File: src/rtl/sprite_pkg.sv
// Shared constants, attribute field layout and FSM encoding for the sprite line fetcher.
package sprite_pkg;

    localparam int NUM_SPRITES = 8;
    localparam int SPRITE_DIM  = 16;
    localparam int IDX_W       = 3;
    localparam int ATTR_W      = 24;

    localparam int ATTR_EN_BIT    = 23;
    localparam int ATTR_VFLIP_BIT = 22;
    localparam int ATTR_HFLIP_BIT = 21;
    localparam int ATTR_RSVD_BIT  = 20;
    localparam int ATTR_PAT_LSB   = 16;
    localparam int ATTR_Y_LSB     = 8;
    localparam int ATTR_X_LSB     = 0;

    typedef enum logic [1:0] {
        ST_IDLE  = 2'd0,
        ST_SCAN  = 2'd1,
        ST_FETCH = 2'd2,
        ST_DONE  = 2'd3
    } fetch_state_t;

endpackage

File: src/rtl/sprite_attr_table.sv
// 8 x 24-bit sprite attribute registers: synchronous write, combinational read.
// Flip bits are only kept when SPRITE_FLIP_EN is defined.
module sprite_attr_table
    import sprite_pkg::*;
(
    input  logic              clk,
    input  logic              reset,
    input  logic              i_wen,
    input  logic [IDX_W-1:0]  i_waddr,
    input  logic [ATTR_W-1:0] i_wdata,
    input  logic [IDX_W-1:0]  i_raddr,
    output logic [ATTR_W-1:0] o_rdata
);

`ifdef SPRITE_FLIP_EN
    localparam logic [ATTR_W-1:0] WMASK = '1;
`else
    localparam logic [ATTR_W-1:0] WMASK = ~((ATTR_W'(1) << ATTR_VFLIP_BIT) |
                                            (ATTR_W'(1) << ATTR_HFLIP_BIT));
`endif

    logic [NUM_SPRITES-1:0][ATTR_W-1:0] r_attr;

    always_ff @(posedge clk) begin
        if (reset) begin
            r_attr <= '0;
        end else if (i_wen) begin
            r_attr[i_waddr] <= i_wdata & WMASK;
        end
    end

    assign o_rdata = r_attr[i_raddr];

endmodule

File: src/rtl/sprite_line_fetcher.sv
// Builds one scanline of sprite pixels: scans sprites 7..0, fetches 16 pixels per hit.
// Optional SPRITE_FLIP_EN enables horizontal/vertical flip of the fetched row.
module sprite_line_fetcher
    import sprite_pkg::*;
#(
    parameter logic [3:0] TRANSPARENT_IDX = 4'd0
) (
    input  logic        clk,
    input  logic        reset,
    input  logic        line_start,
    input  logic [7:0]  next_y,
    input  logic        attr_wen,
    input  logic [2:0]  attr_addr,
    input  logic [23:0] attr_wdata,
    output logic        mem_ren,
    output logic [11:0] mem_raddr,
    input  logic [5:0]  mem_rdata,
    output logic        lb_wen,
    output logic [7:0]  lb_waddr,
    output logic [3:0]  lb_wdata,
    output logic        busy,
    output logic        done,
    output logic        overrun
);

    fetch_state_t r_state, w_next;

    logic [2:0]  r_idx;
    logic [7:0]  r_y;
    logic [4:0]  r_cnt;
    logic [7:0]  r_x;
    logic [3:0]  r_pat;
    logic [3:0]  r_row;
    logic [3:0]  r_wcol;
    logic        r_wr_pend;

    logic [23:0] w_attr;
    logic [7:0]  w_diff;
    logic        w_hit;
    logic        w_abort;
    logic        w_last_col;
    logic        w_last_idx;
    logic [3:0]  w_rowp;
    logic [3:0]  w_colp;
    logic [8:0]  w_sum;
    logic        w_unused_bits;

    sprite_attr_table u_attr (
        .clk     (clk),
        .reset   (reset),
        .i_wen   (attr_wen),
        .i_waddr (attr_addr),
        .i_wdata (attr_wdata),
        .i_raddr (r_idx),
        .o_rdata (w_attr)
    );

    // Row within the sprite wraps mod 256 so sprites straddling y=255 still hit.
    assign w_diff     = r_y - w_attr[ATTR_Y_LSB +: 8];
    assign w_hit      = w_attr[ATTR_EN_BIT] && (w_diff[7:4] == 4'd0);
    assign w_abort    = line_start && (r_state != ST_IDLE);
    assign w_last_col = (r_cnt == 5'd16);
    assign w_last_idx = (r_idx == 3'd0);

    always_ff @(posedge clk) begin
        if (reset) r_state <= ST_IDLE;
        else       r_state <= w_next;
    end

    always_comb begin
        w_next  = r_state;
        busy    = (r_state != ST_IDLE);
        done    = 1'b0;
        overrun = w_abort;
        mem_ren = 1'b0;
        case (r_state)
            ST_IDLE: begin
                if (line_start) w_next = ST_SCAN;
            end
            ST_SCAN: begin
                if (w_hit)           w_next = ST_FETCH;
                else if (w_last_idx) w_next = ST_DONE;
            end
            ST_FETCH: begin
                mem_ren = !r_cnt[4];
                if (w_last_col) w_next = w_last_idx ? ST_DONE : ST_SCAN;
            end
            ST_DONE: begin
                done   = !line_start;
                w_next = ST_IDLE;
            end
            default: w_next = ST_IDLE;
        endcase
        if (w_abort) w_next = ST_SCAN;
    end

    always_ff @(posedge clk) begin
        if (reset) begin
            r_idx     <= '0;
            r_y       <= '0;
            r_cnt     <= '0;
            r_x       <= '0;
            r_pat     <= '0;
            r_row     <= '0;
            r_wcol    <= '0;
            r_wr_pend <= 1'b0;
        end else begin
            // An abort drops the write that would carry the last outstanding read.
            r_wr_pend <= mem_ren && !w_abort;
            r_wcol    <= r_cnt[3:0];
            if (line_start) begin
                r_y   <= next_y;
                r_idx <= 3'd7;
                r_cnt <= '0;
            end else begin
                case (r_state)
                    ST_SCAN: begin
                        r_x   <= w_attr[ATTR_X_LSB +: 8];
                        r_pat <= w_attr[ATTR_PAT_LSB +: 4];
                        r_row <= w_diff[3:0];
                        r_cnt <= '0;
                        if (!w_hit && !w_last_idx) r_idx <= r_idx - 3'd1;
                    end
                    ST_FETCH: begin
                        r_cnt <= r_cnt + 5'd1;
                        if (w_last_col && !w_last_idx) r_idx <= r_idx - 3'd1;
                    end
                    default: ;
                endcase
            end
        end
    end

`ifdef SPRITE_FLIP_EN
    logic r_hflip, r_vflip;

    always_ff @(posedge clk) begin
        if (reset) begin
            r_hflip <= 1'b0;
            r_vflip <= 1'b0;
        end else if (r_state == ST_SCAN && !line_start) begin
            r_hflip <= w_attr[ATTR_HFLIP_BIT];
            r_vflip <= w_attr[ATTR_VFLIP_BIT];
        end
    end

    assign w_rowp        = r_row ^ {4{r_vflip}};
    assign w_colp        = r_cnt[3:0] ^ {4{r_hflip}};
    assign w_unused_bits = ^{w_attr[ATTR_RSVD_BIT], mem_rdata[5:4]};
`else
    assign w_rowp        = r_row;
    assign w_colp        = r_cnt[3:0];
    assign w_unused_bits = ^{w_attr[ATTR_VFLIP_BIT], w_attr[ATTR_HFLIP_BIT],
                             w_attr[ATTR_RSVD_BIT], mem_rdata[5:4]};
`endif

    assign mem_raddr = mem_ren ? {r_pat, w_rowp, w_colp} : 12'd0;

    // Destination column uses the unflipped col; bit 8 marks pixels past the right edge.
    assign w_sum    = {1'b0, r_x} + {5'd0, r_wcol};
    assign lb_wen   = r_wr_pend && (mem_rdata[3:0] != TRANSPARENT_IDX) && !w_sum[8];
    assign lb_waddr = r_wr_pend ? w_sum[7:0] : 8'd0;
    assign lb_wdata = r_wr_pend ? mem_rdata[3:0] : 4'd0;

endmodule
File: config.mk
export PLATFORM = sky130hd
export DESIGN_NAME = sprite_line_fetcher
export DESIGN_NICKNAME = d
export VERILOG_FILES = /design/src/rtl/sprite_pkg.sv /design/src/rtl/sprite_attr_table.sv /design/src/rtl/sprite_line_fetcher.sv
export SDC_FILE = /design/constraint.sdc
export NUM_CORES = 1
export LEC_CHECK = 0
export CORE_MARGIN = 10
export CORE_UTILIZATION = 58
export CTS_CLUSTER_SIZE = 10
export DETAILED_ROUTE_END_ITERATION = 10
export PLACE_DENSITY = 0.79
export RECOVER_POWER = 100
export SYNTH_ARGS = -nofsm -noshare
export SYNTH_HDL_FRONTEND = slang
export SYNTH_SLANG_ARGS = --single-unit
File: constraint.sdc
create_clock -name clk -period 4.7 [get_ports clk]
set_clock_uncertainty 0.2 [all_clocks]
set_input_delay 0.47 -clock clk [delete_from_list [all_inputs] [get_ports clk]]
set_output_delay 0.47 -clock clk [all_outputs]
set_load 0.02 [all_outputs]
==> impl_metrics.csv, run 1 <==
group,metric,value,unit
outcome,status,"complete, but fails checks",
outcome,violations,"capacitance limit, slew limit",
global_route,grt_pass1_wl,39900,microns
critical_path,critPathCaptureType,"flip-flop",
logic_synthesis,ys_ff_latch,207,
job,drv_cap,4,
power,pwr-share-seq,44.0,%
logic_synthesis,synth_commonest_cells,"350 x nand2_1, 207 x dfxtp_1, 178 x a21oi_1, 69 x clkbuf_1, 48 x nor2_1",
floorplanning,dieArea,21900,sq um
cts,cts.clk_slew.worst_paths,50,ps
detailed_routing,drt_iter0_drc,832,
logic_synthesis,ys_warn_count,0,
logic_synthesis,synth_area_leaders,"dfxtp_1 44%, nand2_1 14%, a21oi_1 9.4%",
power,p_total,4.38,mW
floorplanning,core_area,16000,sq um
detailed_routing,viasPerCell,5.88,
global_route,grt_antenna_before_repair,0,
worst_hold_path,hp-class,"flip-flop to flip-flop",
finish,final_cells,1363,
cts,cts_max_path_buffers,3,
power,combPwrFrac,19.7,%
floorplanning,rows,46,
power,powerDensity,404,nW/um^2
detailed_routing,route.vias.total,8012,
sta,tightest_slew,2260,ps
placement,dpl_cell_area,10200,sq um
logic_synthesis,ys_seq_area_share,43.5,%
power,p_int,3.14,mW
cts,hold_buffers,0,
sta,maxSlewViolCount,250,
power,p_sw_share,28.2,%
placement,gp_congestion,0.854,
logic_synthesis,synth_edf_count,0,
logic_synthesis,synthesis.area,9520,sq um
sta,setup_tns,0,ps
finish,finalInstanceArea,10800,sq um
detailed_routing,wl_per_cell,18.1,microns
logic_synthesis,synth_most_common_cell,"nand2_1",
power,ir_drop,0.240,mV
finish,diodes,0,
cts,cts_root_buf,"clkbuf_16",
detailed_routing,drtAntennaViolNets,0,
sta,final_hold_viol_count,0,
critical_path,cp.arrival,4390,ps
global_route,grt_pass1_vias,7653,
sta,finalSetupViolations,0,
floorplanning,die_width,148,microns
power,power.switching,1.24,mW
global_route,grt.overflow.total,0,
logic_synthesis,yosys.area.top_type,"dfxtp_1",
floorplanning,die-height,148,microns
logic_synthesis,syn-num-nets,1196,
floorplanning,start_util,59.5,%
placement,numPortBuffers,68,
power,clockPowerShare,36.2,%
detailed_routing,wl,24600,microns
logic_synthesis,synth_top_area_share,43.5,%
sta,max-slew-margin-rel,-50.4,%
critical_path,path_class,"flip-flop to flip-flop",
cts,cts_sinks,207,
cts,cts_buffers,24,
detailed_routing,drc_errors,0,
finish,drive_above_1_share,8.20,%
placement,dp_hpwl,15200,microns
logic_synthesis,syn_inst,1130,
finish,area_growth,13.8,%
sta,period_needed,4210,ps
cts,cts_tree,"done",
sta,fin_crit_sh,89.5,%
floorplanning,pin_count,74,
critical_path,worstSetupStartpointType,"flip-flop",
finish,nets,1211,
global_route,grt.total_usage,22.1,%
power,p_leak,3.90,nW
critical_path,path_max_fanout,17,
logic_synthesis,synth_cell_types,56,
cts,h-tree-depth,1,
critical_path,required,4880,ps
logic_synthesis,async_reset_ff_share,0,%
detailed_routing,dr.pass1.iters,5,
cts,post_cts_buffers,0,
placement,placed_cells,1335,
cts,post_cts_resized,0,
global_route,grt_start_max_net_pins,110,
logic_synthesis,postSynthAreaPerCell,8.42,sq um
logic_synthesis,synth_flop_cell,"dfxtp_1",
sta,fmax,238,MHz
sta,rsz0062_at_grt,"false",
cts,clock_latency,500,ps
-- power groups by stage --
| stage | registers [mW] | logic (mW) | clock network, mW |
|---|---|---|---|
| 4_1_cts | 1.93 | 0.877 | 1.60 |
| 5_1_grt | 1.94 | 0.956 | 1.68 |
| 6_report | 1.93 | 0.865 | 1.59 |
| 3_3_place_gp | 1.96 | 0.859 | 0 |
| 3_5_place_dp | 1.96 | 0.872 | 0 |
| 2_1_floorplan | 1.91 | 0.684 | 0 |
-- logic make-up (layout without fill, tap and decap cells) --
logic type | Yosys count | after routing | synth area share (%)
fa+ha+maj | 21 | 21 | 2.92
xor+xnor | 12 | 12 | 1.18
simple gates | 479 | 479 | 21.1
mux | 79 | 79 | 13.6
buf+inv | 113 | 130 | 4.85
compound gates | 219 | 219 | 12.8
flops | 207 | 207 | 43.5
-- final cells by class --
class                      count  area, sq um
clock buffer                  28          637
fill                        1324         5160
inverter                      14         52.6
multi-input combinational    810         4910
sequential                   207         4150
tap                          216          270
timing repair buffer          88          816
-- metal layers --
| layer | part of all wire [%] | global-route usage, % | vias to the layer above | wire length, microns |
|---|---|---|---|---|
| li1 | - | - | 3822 | - |
| met1 | 42 | 30.1 | 3794 | 10500 |
| met2 | 46 | 35.3 | 332 | 11400 |
| met3 | 8.6 | 3.03 | 64 | 2120 |
| met4 | 2.5 | 7.09 | 0 | 609 |
| met5 | 0 | 0 | - | 0 |
-- critical path: stages (launching register included) --
cell	delay (ps)
dfxtp_2	550
buf_4	390
mux4_2	540
mux2i_1	300
ha_1	340
inv_1	140
a22o_1	150
a311oi_1	60
nor4_1	500
nand4_4	200
mux2_1	390
a2111oi_4	310
-- metrics by stage --
step,setup slack (ps),hold WS [ps],util (%)
finish,493,252,67.7
global route,146,268,67.7
CTS,556,251,67.9
detailed placement,563,243,63.9
global placement,634,238,63.9
floorplan,320,232,-
-- placed cells by master, fill, tap and decap left out, drive strengths merged, types with 2 or more instances in the layout --
cell           count
ha                19
xnor2              5
o31ai              2
fa                 2
a21o               4
inv               14
a211oi            15
mux2i             37
dfxtp            207
o21ai              5
nor2              48
nand2            350
xor2               7
mux4              39
a2111oi            2
dlygate4sd3       32
nand3             11
nor3b              2
a21oi            178
nor2b             11
buf               17
nor4               3
nor3               7
o211ai             2
mux2               3
a31oi              2
nand4              5
clkdlybuf4s50     35
and2              25
or2                2
clkbuf            32
nand2b             5
or3                3
-- flip-flops by register name (all words and copies together) (netlist names) --
name / cells
r_x: 8
r_row: 4
r_state: 2
r_idx: 3
r_wcol: 4
r_pat: 4
r_y: 8
u_attr.r_attr: 168
r_wr_pend: 1
r_cnt: 5
-- path summary, 6_finish.rpt --
path	endpoint	slack (ps)	start	cells past startpoint
setup / recovery	r_idx[2]	490	r_idx[0]	11
hold / removal	u_attr.r_attr[6]	250	u_attr.r_attr[6]	2
setup reg to reg	r_idx[2]	490	r_idx[0]	11
hold reg to reg	u_attr.r_attr[6]	250	u_attr.r_attr[6]	2
Note: power is estimated with default switching activity, not from simulation.
==> run 2, diff against run 1 <==
--- a/config.mk
+++ b/config.mk
@@ -7,8 +7,8 @@
 export LEC_CHECK = 0
 export CORE_MARGIN = 10
-export CORE_UTILIZATION = 58
+export CORE_UTILIZATION = 49
 export CTS_CLUSTER_SIZE = 10
 export DETAILED_ROUTE_END_ITERATION = 10
-export PLACE_DENSITY = 0.79
+export PLACE_DENSITY = 0.74
 export RECOVER_POWER = 100
 export SYNTH_ARGS = -nofsm -noshare
==> constraint.sdc (replaced) <==
create_clock -name clk -period 4.7 [get_ports clk]
set_clock_uncertainty 0.2 [all_clocks]
set_input_delay 0.47 -clock clk [delete_from_list [all_inputs] [get_ports clk]]
set_output_delay 0.47 -clock clk [all_outputs]
set_load 0.05 [all_outputs]
==> impl_metrics.csv, run 2 (same netlist as run 1, synthesis figures left out) <==
group,metric,value,unit
outcome,status,"complete, but fails checks",
outcome,violations,"capacitance limit, slew limit",
detailed_routing,viasPerCell,5.57,
finish,layout.cells.most_common,"nand2_1",
placement,numPortBuffers,68,
placement,dpl_cell_area,10300,sq um
finish,largest_reg_flops,168,
global_route,grt-busiest-layer,"met2",
cts,post_cts_resized,0,
global_route,grt_pass1_wl,40200,microns
detailed_routing,drc_errors,0,
sta,finalSetupViolations,0,
finish,largest_registers,"u_attr.r_attr x168, r_x x8, r_y x8",
detailed_routing,wl_per_cell,17.6,microns
cts,cts_max_path_buffers,3,
sta,tightest_slew,2200,ps
sta,period_needed,4340,ps
finish,layout_common_cells,"350 x nand2_1, 205 x dfxtp_1, 178 x a21oi_1",
floorplanning,core_area,18900,sq um
global_route,gr-usage-met3,3.51,%
cts,cts_sinks,207,
global_route,grt_use_met2,29.4,%
detailed_routing,drtAntennaViolNets,0,
cts,cts_buffers,24,
power,ir_drop,0.250,mV
cts,post_cts_buffers,0,
placement,dp_hpwl,15300,microns
finish,nets,1212,
sta,maxSlewViolCount,250,
finish,diodes,0,
worst_hold_path,hp-class,"flip-flop to flip-flop",
critical_path,path_max_fanout,19,
critical_path,worstSetupStartpointType,"flip-flop",
power,p_leak,3.91,nW
cts,hold_buffers,0,
critical_path,rr_startpoint,"r_idx[0]",
critical_path,startpoint,"r_idx[0]",
critical_path,cp.arrival,4520,ps
global_route,grt_start_max_net_pins,105,
sta,setup_tns,0,ps
floorplanning,die_width,159,microns
cts,cts_root_buf,"clkbuf_16",
worst_hold_path,worstHoldStart,"u_attr.r_attr[127]",
critical_path,path_class,"flip-flop to flip-flop",
critical_path,critPathCaptureType,"flip-flop",
sta,final_hold_viol_count,0,
finish,drive_above_1_share,8.28,%
cts,cts_tree,"done",
finish,top_register,"u_attr.r_attr",
global_route,grt.total_usage,18.9,%
detailed_routing,wl,24800,microns
detailed_routing,dr.pass1.iters,5,
critical_path,required,4880,ps
detailed_routing,route.vias.total,7848,
cts,cts.clk_slew.worst_paths,50,ps
sta,max-slew-margin-rel,-46.9,%
cts,clock_latency,510,ps
finish,fill_cells,1700,
finish,area_growth,14.4,%
floorplanning,pin_count,74,
sta,rsz0062_at_grt,"false",
global_route,grt_pass1_vias,7666,
global_route,grt_antenna_before_repair,1,
global_route,grt.overflow.total,0,
sta,fmax,230,MHz
job,drv_cap,4,
floorplanning,start_util,50.4,%
placement,gp_congestion,0.780,
floorplanning,dieArea,25400,sq um
sta,fin_crit_sh,92.4,%
power,powerDensity,409,nW/um^2
detailed_routing,drt_iter0_drc,724,
finish,finalInstanceArea,10900,sq um
floorplanning,die-height,159,microns
global_route,global_route.usage.met1,25.9,%
floorplanning,rows,50,
cts,h-tree-depth,1,
-- run 2: area by class of cell --
class	instances	area [sq um]	area share, %
Sequential cell	207	4150	38.1
Multi-Input combinational cell	810	4900	45.0
Tap cell	260	325	2.99
Clock buffer	28	637	5.85
Inverter	14	52.6	0.483
Timing Repair Buffer	89	823	7.56
-- run 2: worst paths after layout --
kind                         to  slack (ps)  cells after the start
max                    r_idx[2]         360                     11
min          u_attr.r_attr[127]         250                      2
max reg2reg            r_idx[2]         360                     11
min reg2reg  u_attr.r_attr[127]         250                      2
-- run 2: where the power goes --
| part | switching, mW | internal, mW | total, mW |
|---|---|---|---|
| clock network | 0.662 | 0.936 | 1.60 |
| logic | 0.555 | 0.372 | 0.927 |
| registers | 0.0861 | 1.84 | 1.93 |
| total | 1.30 | 3.15 | 4.45 |
-- run 2: layer usage --
layer  vias up  routed length, microns  share of wire (%)
met5         -                       0                  0
met1      3708                   11100                 45
met3        48                    1860                7.5
met2       270                   11400                 46
met4         0                     473                1.9
li1       3822                       -                  -
-- run 2: worst max-delay path, cell delays in order, from the launching register on --
cell and delay (ps):
dfxtp_2 710, buf_4 360, mux4_2 520, mux2i_1 330, ha_1 350, inv_1 150, o21ba_2 160, a21oi_1 100
or3_2 470, nand4_1 230, mux2_4 340, a2111oi_4 300
-- run 2: through the flow --
stage	instances	utilization, %	worst slack [ps]	total power, mW	hold WS, ps
2_1_floorplan	1130	-	320	2.65	232
3_3_place_gp	1380	54.5	506	2.88	237
3_5_place_dp	1380	54.5	486	2.90	245
4_1_cts	1408	57.8	470	4.48	253
5_1_grt	1408	57.6	132	4.65	269
6_report	1408	57.6	355	4.45	251
==> run 3, diff against run 2 <==
- ABC_AREA: unset -> 1
- CTS_BUF_LIST: unset -> sky130_fd_sc_hd__clkbuf_4
- clock period: 4.7 -> 5 ns (I/O delays scaled with it)
==> impl_metrics.csv, run 3 <==
group,metric,value,unit
outcome,status,"complete, but fails checks",
outcome,violations,"capacitance limit, slew limit",
sta,fmax,241,MHz
logic_synthesis,synth_most_common_cell,"nor2_1",
power,powerDensity,438,nW/um^2
power,p_int,3.00,mW
worst_hold_path,worstHoldStart,"next_y[3]",
global_route,grt_antenna_before_repair,1,
cts,cts_buffers,54,
global_route,grt-busiest-layer,"met2",
logic_synthesis,postSynthAreaPerCell,6.88,sq um
power,p_sw_share,36.5,%
critical_path,rr_worst_depth,22,
critical_path,cp_common_cell,"nand2_1",
critical_path,required,5330,ps
floorplanning,dieArea,25400,sq um
detailed_routing,drt_iter0_drc,1018,
floorplanning,die-height,159,microns
detailed_routing,drtAntennaViolNets,0,
floorplanning,rows,50,
sta,final_hold_viol_count,0,
cts,cts_root_buf,"clkbuf_4",
placement,placed_cells,1611,
logic_synthesis,synth_commonest_cells,"412 x nor2_1, 292 x o21ai_0, 207 x dfxtp_1, 92 x inv_1, 79 x clkbuf_1",
sta,rsz0062_at_grt,"false",
cts,cts_tree,"done",
power,power.switching,1.73,mW
floorplanning,pin_count,74,
logic_synthesis,synth_area_leaders,"dfxtp_1 44%, nor2_1 16%, o21ai_0 15%",
cts,clock_latency,660,ps
placement,dpl_cell_area,10100,sq um
power,pwr-share-seq,38.6,%
finish,largest_registers,"u_attr.r_attr x168, r_x x8, r_y x8",
global_route,gr-usage-met3,3.87,%
logic_synthesis,syn_inst,1383,
finish,final_cells,1700,
cts,cts_max_path_buffers,3,
global_route,global_route.usage.met1,27.2,%
cts,h-tree-depth,2,
detailed_routing,viasPerCell,5.42,
placement,dp_hpwl,14900,microns
sta,period_needed,4160,ps
logic_synthesis,synth_top_area_share,43.6,%
critical_path,worstPathCellList,"inv_2, o21ai_0, o22ai_1, nor2_1, a31oi_1, ha_1, fa_1, inv_1, nand3_1, nand2_1, nand2_1, nand2_1, a21oi_1, nand2_1, nor2_1, nand2_2, nand2_1, nand2_2, nand2_1, inv_2, nor2_1, nor2_1",
worst_hold_path,hold_depth,3,
cts,hold_buffers,0,
placement,numPortBuffers,68,
critical_path,critPathSlowestCell,"inv_2",
critical_path,reg2reg_to,"r_idx[0]",
critical_path,critPathCaptureType,"flip-flop",
finish,top_register,"u_attr.r_attr",
global_route,grt_pass1_vias,8480,
logic_synthesis,syn-num-nets,1449,
global_route,grt_start_max_net_pins,196,
critical_path,cp_num_buf_inv,3,
critical_path,rr_startpoint,"r_idx[0]",
global_route,grt.overflow.total,0,
worst_hold_path,hp-class,"primary input to flip-flop",
power,combPwrFrac,30.6,%
power,clockPowerShare,30.8,%
logic_synthesis,ys_seq_area_share,43.6,%
global_route,grt_pass1_wl,43000,microns
sta,fin_crit_sh,83.1,%
logic_synthesis,yosys.area.top_type,"dfxtp_1",
floorplanning,start_util,50.3,%
sta,finalSetupViolations,0,
cts,cts.clk_slew.worst_paths,70,ps
critical_path,worstSetupStartpointType,"flip-flop",
critical_path,cp.arrival,4490,ps
detailed_routing,wl_per_cell,15.7,microns
detailed_routing,route.vias.total,9221,
worst_hold_path,min_to,"r_y[3]",
finish,layout.cells.most_common,"nor2_1",
job,drv_cap,1,
cts,post_cts_buffers,0,
cts,cts_sinks,207,
critical_path,path_max_fanout,75,
floorplanning,core_area,18900,sq um
global_route,grt.total_usage,19.9,%
finish,nets,1473,
sta,setup_tns,0,ps
critical_path,path_class,"flip-flop to flip-flop",
detailed_routing,wl,26600,microns
global_route,grt_use_met2,31.0,%
finish,layout_common_cells,"413 x nor2_1, 292 x o21ai_0, 207 x dfxtp_1",
logic_synthesis,synth_edf_count,0,
placement,gp_congestion,0.827,
sta,max-slew-margin-rel,-80.2,%
finish,largest_reg_flops,168,
sta,maxSlewViolCount,196,
floorplanning,die_width,159,microns
detailed_routing,dr.pass1.iters,5,
logic_synthesis,async_reset_ff_share,0,%
critical_path,reg2reg_slack,840,ps
power,p_leak,4.74,nW
logic_synthesis,ys_warn_count,0,
logic_synthesis,ys_ff_latch,207,
logic_synthesis,synth_cell_types,36,
detailed_routing,drc_errors,0,
power,ir_drop,0.190,mV
critical_path,critPathMaxStageDelay,950,ps
logic_synthesis,synth_flop_cell,"dfxtp_1",
logic_synthesis,synthesis.area,9510,sq um
cts,post_cts_resized,0,
finish,area_growth,13.6,%
sta,tightest_slew,2700,ps
finish,drive_above_1_share,7.71,%
critical_path,cpLargestDelayFamily,"buffers and inverters",
finish,finalInstanceArea,10800,sq um
[run 3: changes by cell type in the layout (fill, tap and decap cells not counted), moves of 15 or more]
| cell | change |
|---|---|
| nand2_1 | -282 |
| o22ai_1 | +32 |
| and2_1 | -24 |
| mux4_2 | -37 |
| nor2_1 | +365 |
| a21oi_1 | -104 |
| a211oi_1 | -15 |
| clkbuf_4 | +82 |
| o21ai_0 | +287 |
| inv_1 | +77 |
| nand3_1 | +20 |
| mux2i_1 | -37 |
| clkbuf_16 | -25 |
[run 3: worst min-delay path, delay by kind of cell]
kind                   cells  cell delay [ps]
buffers and inverters      1              400
AND/OR/NAND/NOR            2              150
[run 3: area by class of cell]
type	count	area, sq um
diodes	1	2.50
clock buffers	82	616
clock inverters	6	48.8
fillers	1851	8090
inverters	96	364
multi-input cells	968	4530
flip-flops and latches	207	4140
well taps	260	325
repair buffers	80	771
[run 3: stage by stage]
stage | power, mW | setup slack, ps | utilization [%] | hold slack (ps)
3_3_place_gp | 3.27 | 1470 | 53.7 | 230
2_1_floorplan | 2.92 | 1840 | - | 220
6_report | 4.73 | 844 | 57.2 | 234
5_1_grt | 5.03 | 486 | 57.2 | 240
3_5_place_dp | 3.30 | 1380 | 53.7 | 234
4_1_cts | 4.74 | 1160 | 57.2 | 203
[run 3: how the worst max path moves through the flow]
stage / start / end / slack, ps / cells past startpoint
floorplan: r_state[0] / mem_raddr[10] / 1840 / 7
global route: r_idx[0] / r_idx[0] / 490 / 22
finish: r_idx[0] / r_idx[0] / 840 / 22
detailed placement: r_idx[0] / r_idx[0] / 1380 / 22
CTS: r_x[2] / lb_waddr[7] / 1160 / 13
global placement: r_idx[0] / r_idx[1] / 1470 / 22
[run 3: power by group through the flow]
| stage | combinational [mW] | clock [mW] | sequential [mW] |
|---|---|---|---|
| after floorplan | 1.09 | 0 | 1.83 |
| after global placement | 1.41 | 0 | 1.86 |
| after detailed placement | 1.43 | 0 | 1.86 |
| after CTS | 1.44 | 1.47 | 1.83 |
| after global routing | 1.62 | 1.57 | 1.84 |
| final | 1.45 | 1.46 | 1.83 |
[run 3: cell families after synthesis]
kind of cell,share of synthesized area [%]
AOI/OAI and AO/OA,22.5
xor gates and xnor gates,0.184
adders and majority gates,2.92
buffers and inverters,8.72
DFF,43.6
and+or+nand+nor,22.1
[run 3: per-layer routing]
layer / wire length, microns / vias up / part of all wire, %
met5: 0 / - / 0
met4: 482 / 0 / 1.8
met3: 2110 / 51 / 7.9
met2: 11800 / 339 / 44
met1: 12200 / 4253 / 46
li1: - / 4578 / -
